`src/rtl/axi_pkg.sv`:
```
// Shared AXI widths and enumerations for LETC managers and peripherals.
package axi_pkg;

    localparam int IDWIDTH    = 4;
    localparam int AWIDTH     = 32;
    localparam int DWIDTH     = 32;
    localparam int WSTRBWIDTH = DWIDTH / 8;
    localparam int LENWIDTH   = 8;

    // Encoding order doubles as severity order for response accumulation.
    typedef enum logic [1:0] {
        OKAY   = 2'b00,
        EXOKAY = 2'b01,
        SLVERR = 2'b10,
        DECERR = 2'b11
    } resp_e;

    typedef enum logic [1:0] {
        FIXED = 2'b00,
        INCR  = 2'b01,
        WRAP  = 2'b10
    } burst_e;

endpackage

```
`src/rtl/axi_if.sv`:
```
// AXI channel bundle shared by LETC managers (initiators) and subordinates.
interface axi_if (
    input logic i_clk
);

    logic [axi_pkg::IDWIDTH-1:0]    awid;
    logic [axi_pkg::AWIDTH-1:0]     awaddr;
    logic [axi_pkg::LENWIDTH-1:0]   awlen;
    logic [2:0]                     awsize;
    axi_pkg::burst_e                awburst;
    logic                           awvalid;
    logic                           awready;

    logic [axi_pkg::IDWIDTH-1:0]    wid;
    logic [axi_pkg::DWIDTH-1:0]     wdata;
    logic [axi_pkg::WSTRBWIDTH-1:0] wstrb;
    logic                           wlast;
    logic                           wvalid;
    logic                           wready;

    logic [axi_pkg::IDWIDTH-1:0]    bid;
    axi_pkg::resp_e                 bresp;
    logic                           bvalid;
    logic                           bready;

    logic [axi_pkg::IDWIDTH-1:0]    arid;
    logic [axi_pkg::AWIDTH-1:0]     araddr;
    logic [axi_pkg::LENWIDTH-1:0]   arlen;
    logic [2:0]                     arsize;
    axi_pkg::burst_e                arburst;
    logic                           arvalid;
    logic                           arready;

    logic [axi_pkg::IDWIDTH-1:0]    rid;
    logic [axi_pkg::DWIDTH-1:0]     rdata;
    axi_pkg::resp_e                 rresp;
    logic                           rlast;
    logic                           rvalid;
    logic                           rready;

    modport manager (
        input  i_clk,
        output awid, awaddr, awlen, awsize, awburst, awvalid,
        input  awready,
        output wid, wdata, wstrb, wlast, wvalid,
        input  wready,
        input  bid, bresp, bvalid,
        output bready,
        output arid, araddr, arlen, arsize, arburst, arvalid,
        input  arready,
        input  rid, rdata, rresp, rlast, rvalid,
        output rready
    );

    modport subordinate (
        input  i_clk,
        input  awid, awaddr, awlen, awsize, awburst, awvalid,
        output awready,
        input  wid, wdata, wstrb, wlast, wvalid,
        output wready,
        output bid, bresp, bvalid,
        input  bready,
        input  arid, araddr, arlen, arsize, arburst, arvalid,
        output arready,
        output rid, rdata, rresp, rlast, rvalid,
        input  rready
    );

endinterface

```
`src/rtl/letc_axi_manager.sv`:
```
// Command/data stream to single-outstanding AXI INCR burst manager.
// Optional response checking: define LETC_AXI_MANAGER_PROTOCOL_CHECK_EN.
//
// state   | meaning
// --------+---------------------------------------------------
// IDLE    | ready for a command
// WRITE   | AW and W channels in flight independently
// WR_RESP | waiting for the B response
// RD_ADDR | presenting AR
// RD_DATA | passing R beats through to the read stream
// DONE    | presenting completion until consumed
module letc_axi_manager #(
    parameter logic [axi_pkg::IDWIDTH-1:0] ID = '0
) (
    input  logic                           i_clk,
    input  logic                           i_rst,
    axi_if.manager                         axi,
    input  logic                           i_cmd_valid,
    output logic                           o_cmd_ready,
    input  logic                           i_cmd_write,
    input  logic [axi_pkg::AWIDTH-1:0]     i_cmd_addr,
    input  logic [axi_pkg::LENWIDTH-1:0]   i_cmd_len,
    input  logic                           i_wdata_valid,
    output logic                           o_wdata_ready,
    input  logic [axi_pkg::DWIDTH-1:0]     i_wdata,
    input  logic [axi_pkg::WSTRBWIDTH-1:0] i_wstrb,
    output logic                           o_rdata_valid,
    input  logic                           i_rdata_ready,
    output logic [axi_pkg::DWIDTH-1:0]     o_rdata,
    output logic                           o_rdata_last,
    output logic                           o_done_valid,
    input  logic                           i_done_ready,
    output axi_pkg::resp_e                 o_done_resp,
    output logic                           o_proto_err
);

    import axi_pkg::*;

    localparam logic [2:0] SIZE = 3'($clog2(DWIDTH / 8));

    typedef enum logic [2:0] {
        IDLE,
        WRITE,
        WR_RESP,
        RD_ADDR,
        RD_DATA,
        DONE
    } state_e;

    state_e                state_q;
    state_e                state_d;
    logic [AWIDTH-1:0]     addr_q;
    logic [LENWIDTH-1:0]   len_q;
    logic [LENWIDTH-1:0]   cnt_q;
    logic                  aw_done_q;
    logic                  w_done_q;
    logic                  burst_err_q;
    logic                  proto_err_q;
    resp_e                 resp_q;

    logic                  beat_last;
    logic                  cmd_hs;
    logic                  aw_hs;
    logic                  w_hs;
    logic                  b_hs;
    logic                  ar_hs;
    logic                  r_hs;
    logic                  proto_err_now;
    logic                  unused_ok;

    // Counter is compared before increment, so len=255 never needs a wrap.
    assign beat_last = (cnt_q == len_q);

    assign cmd_hs = (state_q == IDLE)    && i_cmd_valid;
    assign aw_hs  = (state_q == WRITE)   && !aw_done_q && axi.awready;
    assign w_hs   = (state_q == WRITE)   && !w_done_q && i_wdata_valid && axi.wready;
    assign b_hs   = (state_q == WR_RESP) && axi.bvalid;
    assign ar_hs  = (state_q == RD_ADDR) && axi.arready;
    assign r_hs   = (state_q == RD_DATA) && axi.rvalid && i_rdata_ready;

    assign axi.awid    = ID;
    assign axi.awaddr  = addr_q;
    assign axi.awlen   = len_q;
    assign axi.awsize  = SIZE;
    assign axi.awburst = INCR;
    assign axi.wid     = ID;
    assign axi.wdata   = i_wdata;
    assign axi.wstrb   = i_wstrb;
    assign axi.wlast   = beat_last;
    assign axi.arid    = ID;
    assign axi.araddr  = addr_q;
    assign axi.arlen   = len_q;
    assign axi.arsize  = SIZE;
    assign axi.arburst = INCR;

    assign o_rdata      = axi.rdata;
    assign o_rdata_last = beat_last;

    always_ff @(posedge i_clk) begin
        if (i_rst) begin
            state_q <= IDLE;
        end else begin
            state_q <= state_d;
        end
    end

    always_comb begin
        state_d       = state_q;
        o_cmd_ready   = 1'b0;
        o_wdata_ready = 1'b0;
        o_rdata_valid = 1'b0;
        o_done_valid  = 1'b0;
        axi.awvalid   = 1'b0;
        axi.wvalid    = 1'b0;
        axi.bready    = 1'b0;
        axi.arvalid   = 1'b0;
        axi.rready    = 1'b0;
        case (state_q)
            IDLE: begin
                o_cmd_ready = 1'b1;
                if (i_cmd_valid) begin
                    state_d = i_cmd_write ? WRITE : RD_ADDR;
                end
            end
            WRITE: begin
                axi.awvalid   = !aw_done_q;
                axi.wvalid    = i_wdata_valid && !w_done_q;
                o_wdata_ready = axi.wready && !w_done_q;
                if ((aw_done_q || aw_hs) && (w_done_q || (w_hs && beat_last))) begin
                    state_d = WR_RESP;
                end
            end
            WR_RESP: begin
                axi.bready = 1'b1;
                if (b_hs) begin
                    state_d = DONE;
                end
            end
            RD_ADDR: begin
                axi.arvalid = 1'b1;
                if (ar_hs) begin
                    state_d = RD_DATA;
                end
            end
            RD_DATA: begin
                o_rdata_valid = axi.rvalid;
                axi.rready    = i_rdata_ready;
                if (r_hs && beat_last) begin
                    state_d = DONE;
                end
            end
            DONE: begin
                o_done_valid = 1'b1;
                if (i_done_ready) begin
                    state_d = IDLE;
                end
            end
            default: state_d = IDLE;
        endcase
    end

    always_ff @(posedge i_clk) begin
        if (i_rst) begin
            addr_q      <= '0;
            len_q       <= '0;
            cnt_q       <= '0;
            aw_done_q   <= 1'b0;
            w_done_q    <= 1'b0;
            burst_err_q <= 1'b0;
            proto_err_q <= 1'b0;
            resp_q      <= OKAY;
        end else begin
            if (cmd_hs) begin
                addr_q      <= i_cmd_addr;
                len_q       <= i_cmd_len;
                cnt_q       <= '0;
                aw_done_q   <= 1'b0;
                w_done_q    <= 1'b0;
                burst_err_q <= 1'b0;
                resp_q      <= OKAY;
            end
            if (aw_hs) begin
                aw_done_q <= 1'b1;
            end
            if (w_hs) begin
                cnt_q <= cnt_q + LENWIDTH'(1);
                if (beat_last) begin
                    w_done_q <= 1'b1;
                end
            end
            if (b_hs) begin
                resp_q <= axi.bresp;
            end
            // Worst response over all read beats wins.
            if (r_hs) begin
                cnt_q <= cnt_q + LENWIDTH'(1);
                if (axi.rresp > resp_q) begin
                    resp_q <= axi.rresp;
                end
            end
            if (proto_err_now) begin
                proto_err_q <= 1'b1;
                burst_err_q <= 1'b1;
            end
        end
    end

`ifdef LETC_AXI_MANAGER_PROTOCOL_CHECK_EN
    assign proto_err_now = (b_hs && (axi.bid != ID))
                        || (r_hs && ((axi.rid != ID) || (axi.rlast != beat_last)))
                        || ((state_q == IDLE) && (axi.bvalid || axi.rvalid));
    assign o_done_resp   = burst_err_q ? SLVERR : resp_q;
    assign o_proto_err   = proto_err_q;
    assign unused_ok     = axi.i_clk;
`else
    assign proto_err_now = 1'b0;
    assign o_done_resp   = resp_q;
    assign o_proto_err   = 1'b0;
    assign unused_ok     = ^{axi.i_clk, axi.bid, axi.rid, axi.rlast, burst_err_q, proto_err_q};
`endif

endmodule
```
`src/flat_wrapper.sv`:
```
// flat-port wrapper written by rule: the top's interface ports become plain ports
module letc_axi_manager_flat import axi_pkg::*;
#(
    parameter logic [axi_pkg::IDWIDTH-1:0] ID = '0
)
  (i_clk, i_rst, i_cmd_valid, o_cmd_ready, i_cmd_write, i_cmd_addr, i_cmd_len, i_wdata_valid, o_wdata_ready, i_wdata, i_wstrb, o_rdata_valid, i_rdata_ready, o_rdata, o_rdata_last, o_done_valid, i_done_ready, o_done_resp, o_proto_err, axi_awid, axi_awaddr, axi_awlen, axi_awsize, axi_awburst, axi_awvalid, axi_awready, axi_wid, axi_wdata, axi_wstrb, axi_wlast, axi_wvalid, axi_wready, axi_bid, axi_bresp, axi_bvalid, axi_bready, axi_arid, axi_araddr, axi_arlen, axi_arsize, axi_arburst, axi_arvalid, axi_arready, axi_rid, axi_rdata, axi_rresp, axi_rlast, axi_rvalid, axi_rready);
  axi_if axi_i (.i_clk(i_clk));
  input  logic i_clk;
  input  logic i_rst;
  input  logic i_cmd_valid;
  output logic o_cmd_ready;
  input  logic i_cmd_write;
  input  logic [axi_pkg::AWIDTH-1:0] i_cmd_addr;
  input  logic [axi_pkg::LENWIDTH-1:0] i_cmd_len;
  input  logic i_wdata_valid;
  output logic o_wdata_ready;
  input  logic [axi_pkg::DWIDTH-1:0] i_wdata;
  input  logic [axi_pkg::WSTRBWIDTH-1:0] i_wstrb;
  output logic o_rdata_valid;
  input  logic i_rdata_ready;
  output logic [axi_pkg::DWIDTH-1:0] o_rdata;
  output logic o_rdata_last;
  output logic o_done_valid;
  input  logic i_done_ready;
  output axi_pkg::resp_e o_done_resp;
  output logic o_proto_err;
  output wire logic [$bits(axi_i.awid)-1:0] axi_awid;
  output wire logic [$bits(axi_i.awaddr)-1:0] axi_awaddr;
  output wire logic [$bits(axi_i.awlen)-1:0] axi_awlen;
  output wire logic [$bits(axi_i.awsize)-1:0] axi_awsize;
  output wire logic [$bits(axi_i.awburst)-1:0] axi_awburst;
  output wire logic [$bits(axi_i.awvalid)-1:0] axi_awvalid;
  input wire logic [$bits(axi_i.awready)-1:0] axi_awready;
  output wire logic [$bits(axi_i.wid)-1:0] axi_wid;
  output wire logic [$bits(axi_i.wdata)-1:0] axi_wdata;
  output wire logic [$bits(axi_i.wstrb)-1:0] axi_wstrb;
  output wire logic [$bits(axi_i.wlast)-1:0] axi_wlast;
  output wire logic [$bits(axi_i.wvalid)-1:0] axi_wvalid;
  input wire logic [$bits(axi_i.wready)-1:0] axi_wready;
  input wire logic [$bits(axi_i.bid)-1:0] axi_bid;
  input wire logic [$bits(axi_i.bresp)-1:0] axi_bresp;
  input wire logic [$bits(axi_i.bvalid)-1:0] axi_bvalid;
  output wire logic [$bits(axi_i.bready)-1:0] axi_bready;
  output wire logic [$bits(axi_i.arid)-1:0] axi_arid;
  output wire logic [$bits(axi_i.araddr)-1:0] axi_araddr;
  output wire logic [$bits(axi_i.arlen)-1:0] axi_arlen;
  output wire logic [$bits(axi_i.arsize)-1:0] axi_arsize;
  output wire logic [$bits(axi_i.arburst)-1:0] axi_arburst;
  output wire logic [$bits(axi_i.arvalid)-1:0] axi_arvalid;
  input wire logic [$bits(axi_i.arready)-1:0] axi_arready;
  input wire logic [$bits(axi_i.rid)-1:0] axi_rid;
  input wire logic [$bits(axi_i.rdata)-1:0] axi_rdata;
  input wire logic [$bits(axi_i.rresp)-1:0] axi_rresp;
  input wire logic [$bits(axi_i.rlast)-1:0] axi_rlast;
  input wire logic [$bits(axi_i.rvalid)-1:0] axi_rvalid;
  output wire logic [$bits(axi_i.rready)-1:0] axi_rready;
  assign axi_awid = axi_i.awid;
  assign axi_awaddr = axi_i.awaddr;
  assign axi_awlen = axi_i.awlen;
  assign axi_awsize = axi_i.awsize;
  assign axi_awburst = axi_i.awburst;
  assign axi_awvalid = axi_i.awvalid;
  assign axi_i.awready = axi_awready;
  assign axi_wid = axi_i.wid;
  assign axi_wdata = axi_i.wdata;
  assign axi_wstrb = axi_i.wstrb;
  assign axi_wlast = axi_i.wlast;
  assign axi_wvalid = axi_i.wvalid;
  assign axi_i.wready = axi_wready;
  assign axi_i.bid = axi_bid;
  assign axi_i.bresp = axi_bresp;
  assign axi_i.bvalid = axi_bvalid;
  assign axi_bready = axi_i.bready;
  assign axi_arid = axi_i.arid;
  assign axi_araddr = axi_i.araddr;
  assign axi_arlen = axi_i.arlen;
  assign axi_arsize = axi_i.arsize;
  assign axi_arburst = axi_i.arburst;
  assign axi_arvalid = axi_i.arvalid;
  assign axi_i.arready = axi_arready;
  assign axi_i.rid = axi_rid;
  assign axi_i.rdata = axi_rdata;
  assign axi_i.rresp = axi_rresp;
  assign axi_i.rlast = axi_rlast;
  assign axi_i.rvalid = axi_rvalid;
  assign axi_rready = axi_i.rready;
  letc_axi_manager #(.ID(ID)) u_core (.i_clk(i_clk), .i_rst(i_rst), .axi(axi_i), .i_cmd_valid(i_cmd_valid), .o_cmd_ready(o_cmd_ready), .i_cmd_write(i_cmd_write), .i_cmd_addr(i_cmd_addr), .i_cmd_len(i_cmd_len), .i_wdata_valid(i_wdata_valid), .o_wdata_ready(o_wdata_ready), .i_wdata(i_wdata), .i_wstrb(i_wstrb), .o_rdata_valid(o_rdata_valid), .i_rdata_ready(i_rdata_ready), .o_rdata(o_rdata), .o_rdata_last(o_rdata_last), .o_done_valid(o_done_valid), .i_done_ready(i_done_ready), .o_done_resp(o_done_resp), .o_proto_err(o_proto_err));
endmodule
```
`config.mk`:
```
export PLATFORM = sky130hd
export DESIGN_NAME = letc_axi_manager_flat
export DESIGN_NICKNAME = d
export VERILOG_FILES = /design/src/rtl/axi_pkg.sv /design/src/rtl/axi_if.sv /design/src/rtl/letc_axi_manager.sv /design/src/flat_wrapper.sv
export SDC_FILE = /design/constraint.sdc
export NUM_CORES = 1
export LEC_CHECK = 0
export BUFFER_PORTS_ARGS = -buffer_cell sky130_fd_sc_hd__clkbuf_2
export CORE_AREA = 3 3 121 123
export CTS_CLUSTER_SIZE = 25
export DETAILED_ROUTE_END_ITERATION = 16
export DIE_AREA = 0 0 124 126
export GPL_TIMING_DRIVEN = 0
export SLEW_MARGIN = 15
export SYNTH_ARGS = -nofsm -noshare
export SYNTH_HDL_FRONTEND = slang
export SYNTH_SLANG_ARGS = --single-unit
```
`constraint.sdc`:
```
create_clock -name i_clk -period 1.6 [get_ports i_clk]
set_input_delay 0 -clock i_clk [delete_from_list [all_inputs] [get_ports i_clk]]
set_output_delay 0 -clock i_clk [all_outputs]
set_load 0.01 [all_outputs]
```
After elaboration in Yosys (flattened, before gate mapping)
Cells that the tools add are included.
- add/subtract/negate cells: 1
- order comparisons: 1
- equality and inequality tests: 12
- multiplexer cells: 29
- reductions and logical operators: 23
- operators by type and width (operator ; count):
    2-to-1 mux 8 bit ; 3
    2-to-1 mux 3 bit ; 6
    case mux 3 bit (6 select lines) ; 1
    logical AND 1 bit ; 15
    2-to-1 mux 1 bit ; 14
    2-to-1 mux 2 bit ; 5
    adder 8 x 1 -> 8 bit, second input constant ; 1
    equality test 8 bit ; 1
    != test 2 bit, second input constant ; 4
    equality test 3 x 2 -> 1 bit, second input constant ; 2
    equality test 3 bit, second input constant ; 2
    AND reduction 6 bit ; 1
    != test 2 x 1 -> 1 bit, second input constant ; 2
    equality test 3 x 1 -> 1 bit, second input constant ; 1
    zero test 3 bit ; 1
    nonzero test 3 bit ; 1
    greater-than comparator 2 bit ; 1
    zero test 1 bit ; 2
    logical OR 1 bit ; 2
    nonzero test 2 bit ; 1
- register bits: 55
- bits of input ports: 133
- output and inout bits: 184

Logic depth before layout (Yosys ltp)
Gate-level depths: netlist of the first run.
- word-level depth: 9
- mapped depth: 7

Worst setup path before layout of the first run
No wires, ideal clock.
- path type: register to register
- from: reg u_core.state_q[2]
- to: reg u_core.cnt_q[0]
- arrival time: 1.479 ns
- data required time: 1.479 ns
- setup slack: 0.000 ns
- cell stages (with the launch flop): 6
- path buffers: 1
- period minus slack after synthesis: 1.600 ns
- cell sequence: dfxtp_1 -> buf_6 -> nor4b_4 -> a32oi_4 -> nor3b_2 -> mux2_2
- longest elaborated chain between the ends: 6
- elaborated cells on any way between the ends: 12
- RTL lines (item ; RTL line ; text):
    from (decl) ; letc_axi_manager.sv:50 ; state_e state_q;
    from (signal assigned) ; letc_axi_manager.sv:103 ; state_q <= state_d;
    equality test 3 x 1 -> 1 bit ; letc_axi_manager.sv:76 ; assign w_hs = (state_q == WRITE) && !w_done_q && i_wdata_valid && axi.wready;
    logical AND 1 bit (3 in a row) ; letc_axi_manager.sv:76 ;
    2-to-1 mux 8 bit ; letc_axi_manager.sv:185 ; if (w_hs) begin
    2-to-1 mux 8 bit ; letc_axi_manager.sv:195 ; if (r_hs) begin
    to (signal assigned) ; letc_axi_manager.sv:186 ; cnt_q <= cnt_q + LENWIDTH'(1);
    to (signal assigned) ; letc_axi_manager.sv:196 ; cnt_q <= cnt_q + LENWIDTH'(1);
    to (decl) ; letc_axi_manager.sv:54 ; logic [LENWIDTH-1:0] cnt_q;
Several ways; a longest one is shown, not always the timed one.
A chain may end at the register's enable or synchronous reset.

Final worst setup path of the first run
- from: reg u_core.state_q[2]
- to: reg u_core.state_q[0]
- longest elaborated chain between the ends: 9
- elaborated cells on any way between the ends: 28
- RTL lines (item ; RTL line ; text):
    equality test 3 x 1 -> 1 bit ; letc_axi_manager.sv:75, letc_axi_manager.sv:76, letc_axi_manager.sv:118 ;
    logical AND 1 bit (3 in a row) ; letc_axi_manager.sv:76 ;
    logical AND 1 bit ; letc_axi_manager.sv:129 ; if ((aw_done_q || aw_hs) && (w_done_q || (w_hs && beat_last))) begin
    logical OR 1 bit ; letc_axi_manager.sv:129 ;
    logical AND 1 bit ; letc_axi_manager.sv:129 ;
    != test 2 bit (no line) ; n/a ;
    AND reduction 6 bit (no line) ; n/a ;
Several ways; a longest one is shown, not always the timed one.

==> results of run 1 <==
[power by group through the flow]
stage / Combinational (uW) / Clock, uW / Sequential (uW)
after floorplan: 1870 / 0 / 1920
after global placement: 2950 / 0 / 1870
after detailed placement: 2960 / 0 / 1880
after CTS: 3240 / 1160 / 1850
after global routing: 3650 / 1200 / 1880
final: 3310 / 1100 / 1850
[through the flow]
stage	hold WS (ns)	std cells	TNS (ns)
finish	0.0162	909	-0.00592
global route	0.0580	909	-1.42
CTS	0.00791	902	-0.00404
detailed placement	0.188	846	-6.99
global placement	0.188	846	-6.07
floorplan	0.0918	451	0
[per-layer routing]
metal | part of all wire, % | vias up | GRT usage [%]
met1 | 40 | 1591 | 14.5
met3 | 10 | 8 | 3.77
met5 | 0 | - | 0
met2 | 49 | 190 | 22.9
li1 | - | 1847 | -
met4 | 0.65 | 0 | 2.13
[repair_timing]
item | in CTS | in global routing
hold buffers | 43 | 0
gates cloned | 0 | 1
endpoints found under the hold margin | 43 | 0
setup endpoints to repair | 54 | 54
pin swaps | 5 | 5
gates resized for setup | 14 | 13
buffers inserted | 6 | 6
[final cells by class]
cell class | instances | area (um^2) | share of cell area (%)
plain buffers | 150 | 1100 | 19.8
inverters | 6 | 22.5 | 0.406
well taps | 180 | 225 | 4.06
clock inverters | 3 | 18.8 | 0.339
flip-flops and latches | 55 | 1100 | 19.9
multi-input cells | 240 | 1350 | 24.4
clock buffers | 5 | 125 | 2.26
repair buffers | 270 | 1590 | 28.8
[worst paths after layout]
kind              depth (start not counted)                            endpoint                               start
hold reg to reg                           2  u_core.axi.araddr[18]$_SDFFE_PP0P_  u_core.axi.araddr[18]$_SDFFE_PP0P_
setup / recovery                          6      u_core.state_q[0]$_SDFFE_PP0P_      u_core.state_q[2]$_SDFFE_PP0P_
hold / removal                            3       u_core.aw_done_q$_SDFFE_PP0P_                         axi_awready
setup reg to reg                          6      u_core.state_q[0]$_SDFFE_PP0P_      u_core.state_q[2]$_SDFFE_PP0P_
[registers in the layout, summed over array words and instances, names as in the netlist]
signal,count
u_core.aw_done_q,1
u_core.axi.araddr,32
u_core.axi.arlen,8
u_core.cnt_q,8
u_core.o_done_resp,2
u_core.state_q,3
u_core.w_done_q,1
[cells by family after synthesis]
| logic type | count (synthesis) |
|---|---|
| adder cells (fa/ha/maj) | 3 |
| AND/OR/NAND/NOR | 132 |
| multiplexers | 2 |
| buffers and inverters | 156 |
| AO/OA/AOI/OAI | 70 |
| flip-flops | 55 |
| XOR/XNOR | 10 |
| other | 2 |
[critical path, cell delays in order (launching register included)]
cell                       delay (ns)
sky130_fd_sc_hd__dfxtp_2         0.33
sky130_fd_sc_hd__buf_6           0.13
sky130_fd_sc_hd__or4b_4          0.50
sky130_fd_sc_hd__o32ai_4         0.14
sky130_fd_sc_hd__a221oi_2        0.09
sky130_fd_sc_hd__o21a_1          0.15
sky130_fd_sc_hd__o32ai_2         0.19
[cells in the final DEF, fill, tap and decap left out, types with 3 or more instances in the layout]
master / netlist / final
sky130_fd_sc_hd__dlygate4sd3_1: 0 / 43
sky130_fd_sc_hd__ha_1: 3 / 3
sky130_fd_sc_hd__nor3_1: 5 / 5
sky130_fd_sc_hd__a21oi_1: 45 / 45
sky130_fd_sc_hd__nand3_1: 5 / 5
sky130_fd_sc_hd__inv_1: 6 / 6
sky130_fd_sc_hd__dfxtp_1: 55 / 52
sky130_fd_sc_hd__nor2_1: 10 / 8
sky130_fd_sc_hd__o21ai_1: 9 / 9
sky130_fd_sc_hd__clkbuf_16: 0 / 5
sky130_fd_sc_hd__conb_1: 2 / 23
sky130_fd_sc_hd__dfxtp_2: 0 / 3
sky130_fd_sc_hd__and3_1: 3 / 3
sky130_fd_sc_hd__clkbuf_2: 0 / 218
sky130_fd_sc_hd__buf_2: 6 / 4
sky130_fd_sc_hd__xnor2_1: 9 / 9
sky130_fd_sc_hd__nand2_1: 89 / 88
sky130_fd_sc_hd__buf_4: 132 / 147
sky130_fd_sc_hd__clkbuf_1: 10 / 5
==> key figures, run 1 <==
STA
  • Final setup skew: 0.00863 ns
  • Final min period: 1.61 ns
  • Count of endpoints failing setup in the final report: 1
  • RSZ-0062 raised after global routing: true
  • Relative slew margins: 63.5%
  • Final slew viol count: 0
  • Slew @ Worst Pin: 0.548 ns
  • Maximum clock frequency: 0.623 GHz
  • Final clock period utilization by the worst path: 100%
  • Hold violation total from the final report: 0
  • Worst setup margin: -0.00592 ns

Synth
  • Fraction of the mapped netlist area in adder cells: 1.09%
  • Instance count of the mapped netlist: 430
  • Area share of the leading cell type in the synthesized netlist: 32.1%
  • Number of enable-type register cells in the synthesized netlist: 0
  • YS warnings: 0
  • Leading cell types by total area after synthesis: sky130_fd_sc_hd__dfxtp_1 32%, sky130_fd_sc_hd__buf_4 29%, sky130_fd_sc_hd__nand2_1 9.7%, sky130_fd_sc_hd__a21oi_1 6.6%, sky130_fd_sc_hd__xnor2_1 2.3%
  • Post-Syn Area: 3430 um^2
  • Most area-hungry cell type in the Yosys netlist: sky130_fd_sc_hd__dfxtp_1
  • Dominant synthesized flop cell: sky130_fd_sc_hd__dfxtp_1
  • Mux contribution to synthesized area: 0.766%
  • Simple-gate portion of the synthesized area: 18.1%
  • Compound-gate portion of the synthesized area: 13.0%
  • Combinational family with the most area after synthesis: buffers and inverters
  • Count of different cell masters after synthesis: 46
  • Per-instance average area after synthesis: 7.98 um^2
  • Leading cell type by number of instances after synthesis: sky130_fd_sc_hd__buf_4
  • Share of the yosys chip area belonging to registers: 32.1%
  • Xor-xnor portion of the synthesized cell area: 2.55%
  • Synth Register Bits: 55
  • Async SR Flop Fraction: 0%
  • Most frequent cells after synthesis: 132 x sky130_fd_sc_hd__buf_4, 89 x sky130_fd_sc_hd__nand2_1, 55 x sky130_fd_sc_hd__dfxtp_1

Power and ir drop
  • Total power: 6260 uW
  • VDD IR max: 0.540 mV
  • Standby leakage power: 0.00290 uW
  • Net switching component of the power: 2420 uW
  • Combinational share of power: 52.9%
  • Internal Dissipation: 3830 uW
  • Proportion of power drawn by flip-flops and latches: 29.5%
  • P per Cell Area: 1130 nW/um^2
  • Clk network pwr share: 17.6%
  • Switching portion of total power: 38.7%

Run
  • Total of max-cap violations: 0

Routing
  • Via count: 3636
  • Drt first pass iters: 4
  • Remaining antenna violation count: 0
  • WL final: 10800 um
  • DRC violation count after routing: 0
  • Iteration-0 DRC count of the detailed router: 79
  • Average detailed-routed wire length per instance: 11.9 um
  • Detail-routed via count per cell: 4.00

Global routing
  • Initial antenna violation count: 0
  • Overflow left after global routing: 0
  • Number of global-route vias before repair: 3300
  • Total GRT Usage: 12.6%
  • Largest net degree at the start of global routing: 18
  • First-pass GRT wire length: 15600 um

Cells and area
  • Design Area, Final: 5540 um^2
  • Fin nets: 864
  • Fraction of the core area covered by cells at the end of the flow: 40.2%
  • Number of diodes added for antenna fixing: 0
  • Filler Cells Inserted: 1427
  • Area grow syn2layout: 61.5%
  • Fraction of layout instances using a drive strength above 1: 55.3%

Place
  • Placer Congestion: 0.737
  • Buffers added on ports: 215
  • DP Wirelength: 8360 um
  • Post-placement setup slack: -0.201 ns
  • Placed cell area: 4810 um^2

Worst setup path
  • Type of destination of the critical path: flop
  • Startpoint kind of the worst setup timing path: flop
  • Worst Path Max Fanout: 5
  • Setup slack, reg-to-reg: -0.006 ns
  • Crit Path Category: reg2reg
  • Worst path required time: 1.81 ns
  • Worst path arrival time: 1.81 ns

Die
  • Core area: 13800 um^2
  • Die area: 15600 um^2
  • Number of core rows: 43
  • Number of I/O pins: 317
  • DIE WIDTH: 124 um
  • Starting Density: 24.9%
  • Die outline height: 126 um

Clocking
  • CTS clock-pin slew for the worst setup and hold paths: 0.07 ns
  • Clock tree sinks: 55
  • Maximum buffer depth of the clock tree: 2
  • Number of levels the H-tree was split into: 2
  • Insertion delay of the later-clocked pin in the worst-skew pair: 0.30 ns
  • Clock tree from TritonCTS: done
  • CTS Root Buffer Type: sky130_fd_sc_hd__clkbuf_16
  • CTS Buf Count: 5

Outcome
  • Outcome: complete, but fails checks
  • Violated checks: negative setup slack

Worst hold path
  • Min-Delay Path Class: in2reg
No activity file was read; power rests on OpenSTA's default activity.
==> run 2: changes to the inputs <==
CORE_AREA = 2 2 123 125   (was 3 3 121 123)
DIE_AREA = 0 0 125 127   (was 0 0 124 126)
==> run 2 against run 1 <==
  * The run still ends with negative setup slack left
  * Non-clock buffer count fell by 7
  * Clock power barely moved
  * Maximum frequency fell by 0.31%
  * Power barely moved
  * Sequential cell count did not move
==> key figures, run 2 (synthesis results as in run 1) <==
Cells and area
  • Commonest non-fill, non-tap cells in the layout: 219 x sky130_fd_sc_hd__clkbuf_2, 140 x sky130_fd_sc_hd__buf_4, 88 x sky130_fd_sc_hd__nand2_1
  • Largest register FFs: 32 (unchanged)
  • Number of diodes added for antenna fixing: 0 (unchanged)
  • Commonest non-fill, non-tap cell in the layout: sky130_fd_sc_hd__clkbuf_2
  • Fin nets: 857 (-0.81%)
  • Fraction of layout instances using a drive strength above 1: 55.0% (-0.30 points)
  • Non-filler instance count after layout: 906 (-0.33%)
  • Area grow syn2layout: 61.1%

Routing
  • Remaining antenna violation count: 0 (unchanged)
  • Drt first pass iters: 4 (unchanged)
  • Via count: 3539 (-2.7%)
  • Average detailed-routed wire length per instance: 12.0 um (+0.79%)
  • DRC violation count after routing: 0 (unchanged)
  • WL final: 10900 um (+0.45%)
  • Iteration-0 DRC count of the detailed router: 100 (+27%)
  • Detail-routed via count per cell: 3.91 (-2.3%)

Clocking
  • Clock tree sinks: 55 (unchanged)
  • Maximum buffer depth of the clock tree: 2 (unchanged)
  • Clock tree from TritonCTS: done
  • CTS Root Buffer Type: sky130_fd_sc_hd__clkbuf_16
  • Number of levels the H-tree was split into: 2 (unchanged)
  • CTS clock-pin slew for the worst setup and hold paths: 0.07 ns (about the same)
  • Insertion delay of the later-clocked pin in the worst-skew pair: 0.30 ns (about the same)
  • CTS Buf Count: 5 (unchanged)

Global routing
  • First-pass GRT wire length: 16300 um (+4.2%)
  • Overflow left after global routing: 0 (unchanged)
  • Number of global-route vias before repair: 3197 (-3.1%)
  • Total GRT Usage: 12.7% (+0.13 points)
  • Initial antenna violation count: 0 (unchanged)
  • Largest net degree at the start of global routing: 17 (-1)

Worst setup path
  • Worst path arrival time: 1.80 ns (about the same)
  • Cell-by-cell trace of the critical path: nor4b_4, a32oi_4, nor3b_4, buf_6, mux2_2
  • Worst path required time: 1.79 ns (-0.02 ns)
  • Crit Path Category: reg2reg
  • Family of cells with the greatest summed delay on the critical path: simple AND/OR/NAND/NOR gates
  • Worst path buffer plus inverter count: 1 (unchanged)
  • Worst Path Max Fanout: 7 (+2)
  • Maximum cell stage delay along the critical path: 0.38 ns (-0.12 ns)
  • Cell with the biggest individual delay on the critical path: sky130_fd_sc_hd__dfxtp_4
  • Type of destination of the critical path: flop
  • Startpoint kind of the worst setup timing path: flop

Die
  • Core area: 14400 um^2 (+4.7%)
  • Die area: 15900 um^2 (+1.6%)
  • Die outline height: 127 um (+0.79%)
  • Starting Density: 23.8% (-1.1 points)
  • DIE WIDTH: 125 um (+0.81%)
  • Number of I/O pins: 317 (unchanged)
  • Number of core rows: 44 (+2.3%)

STA
  • Final setup skew: 0.00586 ns (-0.00278 ns)
  • Maximum clock frequency: 0.621 GHz (-0.31%)
  • Final min period: 1.61 ns (+0.00501 ns)
  • Count of endpoints failing setup in the final report: 2 (+1)
  • Relative slew margins: 60.9% (-2.5 points)
  • Sum of negative setup slack: -0.0172 ns (-0.0113 ns)
  • Final clock period utilization by the worst path: 101% (+0.31 points)
  • Final slew viol count: 0 (unchanged)
  • Slew @ Worst Pin: 0.586 ns (+0.0379 ns)
  • Worst setup margin: -0.0109 ns (-0.00501 ns)
  • RSZ-0062 raised after global routing: true
  • Hold violation total from the final report: 0 (unchanged)

Run
  • Total of max-cap violations: 0 (unchanged)

Worst hold path
  • Min-Delay Path Class: in2reg

Power and ir drop
  • Total power: 6260 uW (about the same)
  • VDD IR max: 0.506 mV (-6.4%)
  • Standby leakage power: 0.00287 uW (-1.0%)
  • P per Cell Area: 1130 nW/um^2 (+0.35%)

Place
  • Placer Congestion: 0.806 (+9.3%)
  • Placed insts: 850 (+0.47%)
  • DP Wirelength: 8640 um (+3.3%)
  • Buffers added on ports: 215 (unchanged)

Outcome
  • Outcome: complete, but fails checks
  • Violated checks: negative setup slack
run 2: cell count changes in the layout (fill, tap and decap cells not counted), moves of 3 or more:
cell	previous run	this run
sky130_fd_sc_hd__dfxtp_1	52	49
sky130_fd_sc_hd__dfxtp_4	0	3
sky130_fd_sc_hd__buf_4	147	140
sky130_fd_sc_hd__buf_6	2	5
sky130_fd_sc_hd__buf_2	4	0
run 2: final timing paths:
path	endpoint	slack (ns)	depth (start not counted)	start
setup reg to reg	u_core.cnt_q[0]$_SDFFE_PP0P_	-0.01	5	u_core.state_q[2]$_SDFFE_PP0P_
hold / removal	u_core.aw_done_q$_SDFFE_PP0P_	0.03	3	axi_awready
setup / recovery	u_core.cnt_q[0]$_SDFFE_PP0P_	-0.01	5	u_core.state_q[2]$_SDFFE_PP0P_
hold reg to reg	u_core.axi.araddr[11]$_SDFFE_PP0P_	0.47	2	u_core.axi.araddr[11]$_SDFFE_PP0P_
run 2: per-layer routing:
metal	track usage [%]	wire, um	vias to the layer above
li1	-	-	1828
met5	0	0	-
met1	15.4	4400	1552
met4	3.46	114	0
met2	22.9	5600	153
met3	2.60	761	6
run 2: where the power goes:
group	switching (uW)	leakage [uW]	internal, uW
combinational	1660	0.00234	1620
sequential	257	0.000453	1630
clock	513	0.0000733	574
run 2: worst min-delay path, stage by stage:
cell                       delay (ns)
sky130_fd_sc_hd__clkbuf_2        0.13
sky130_fd_sc_hd__a22oi_1         0.09
sky130_fd_sc_hd__nor2_1          0.07
run 2: final cells by class:
cell class,instances,area [um^2]
flip-flops and latches,55,1120
inverters,6,22.5
well taps,184,230
plain buffers,149,1110
fillers,1536,8900
clock buffers,5,125
multi-input cells,240,1350
repair buffers,264,1560
clock inverters,3,15.0
run 2: metrics by stage:
step	utilization [%]	hold slack (ns)	area [um^2]	worst slack (ns)
detailed placement	33.4	0.188	4820	-0.214
finish	38.3	0.0310	5530	-0.0109
CTS	38.2	0.0288	5510	-0.0228
global route	38.3	0.0563	5530	-0.0899
global placement	33.4	0.187	4820	-0.175
floorplan	-	0.0918	3510	0.000473
run 2: what timing repair did:
item                                    4_1_cts  5_1_grt
gates resized for setup                      24       11
pin swaps                                     3        7
setup buffers                                 7        0
endpoints found under the hold margin        42        0
endpoints found under the setup margin       55       40
hold buffers                                 42        0
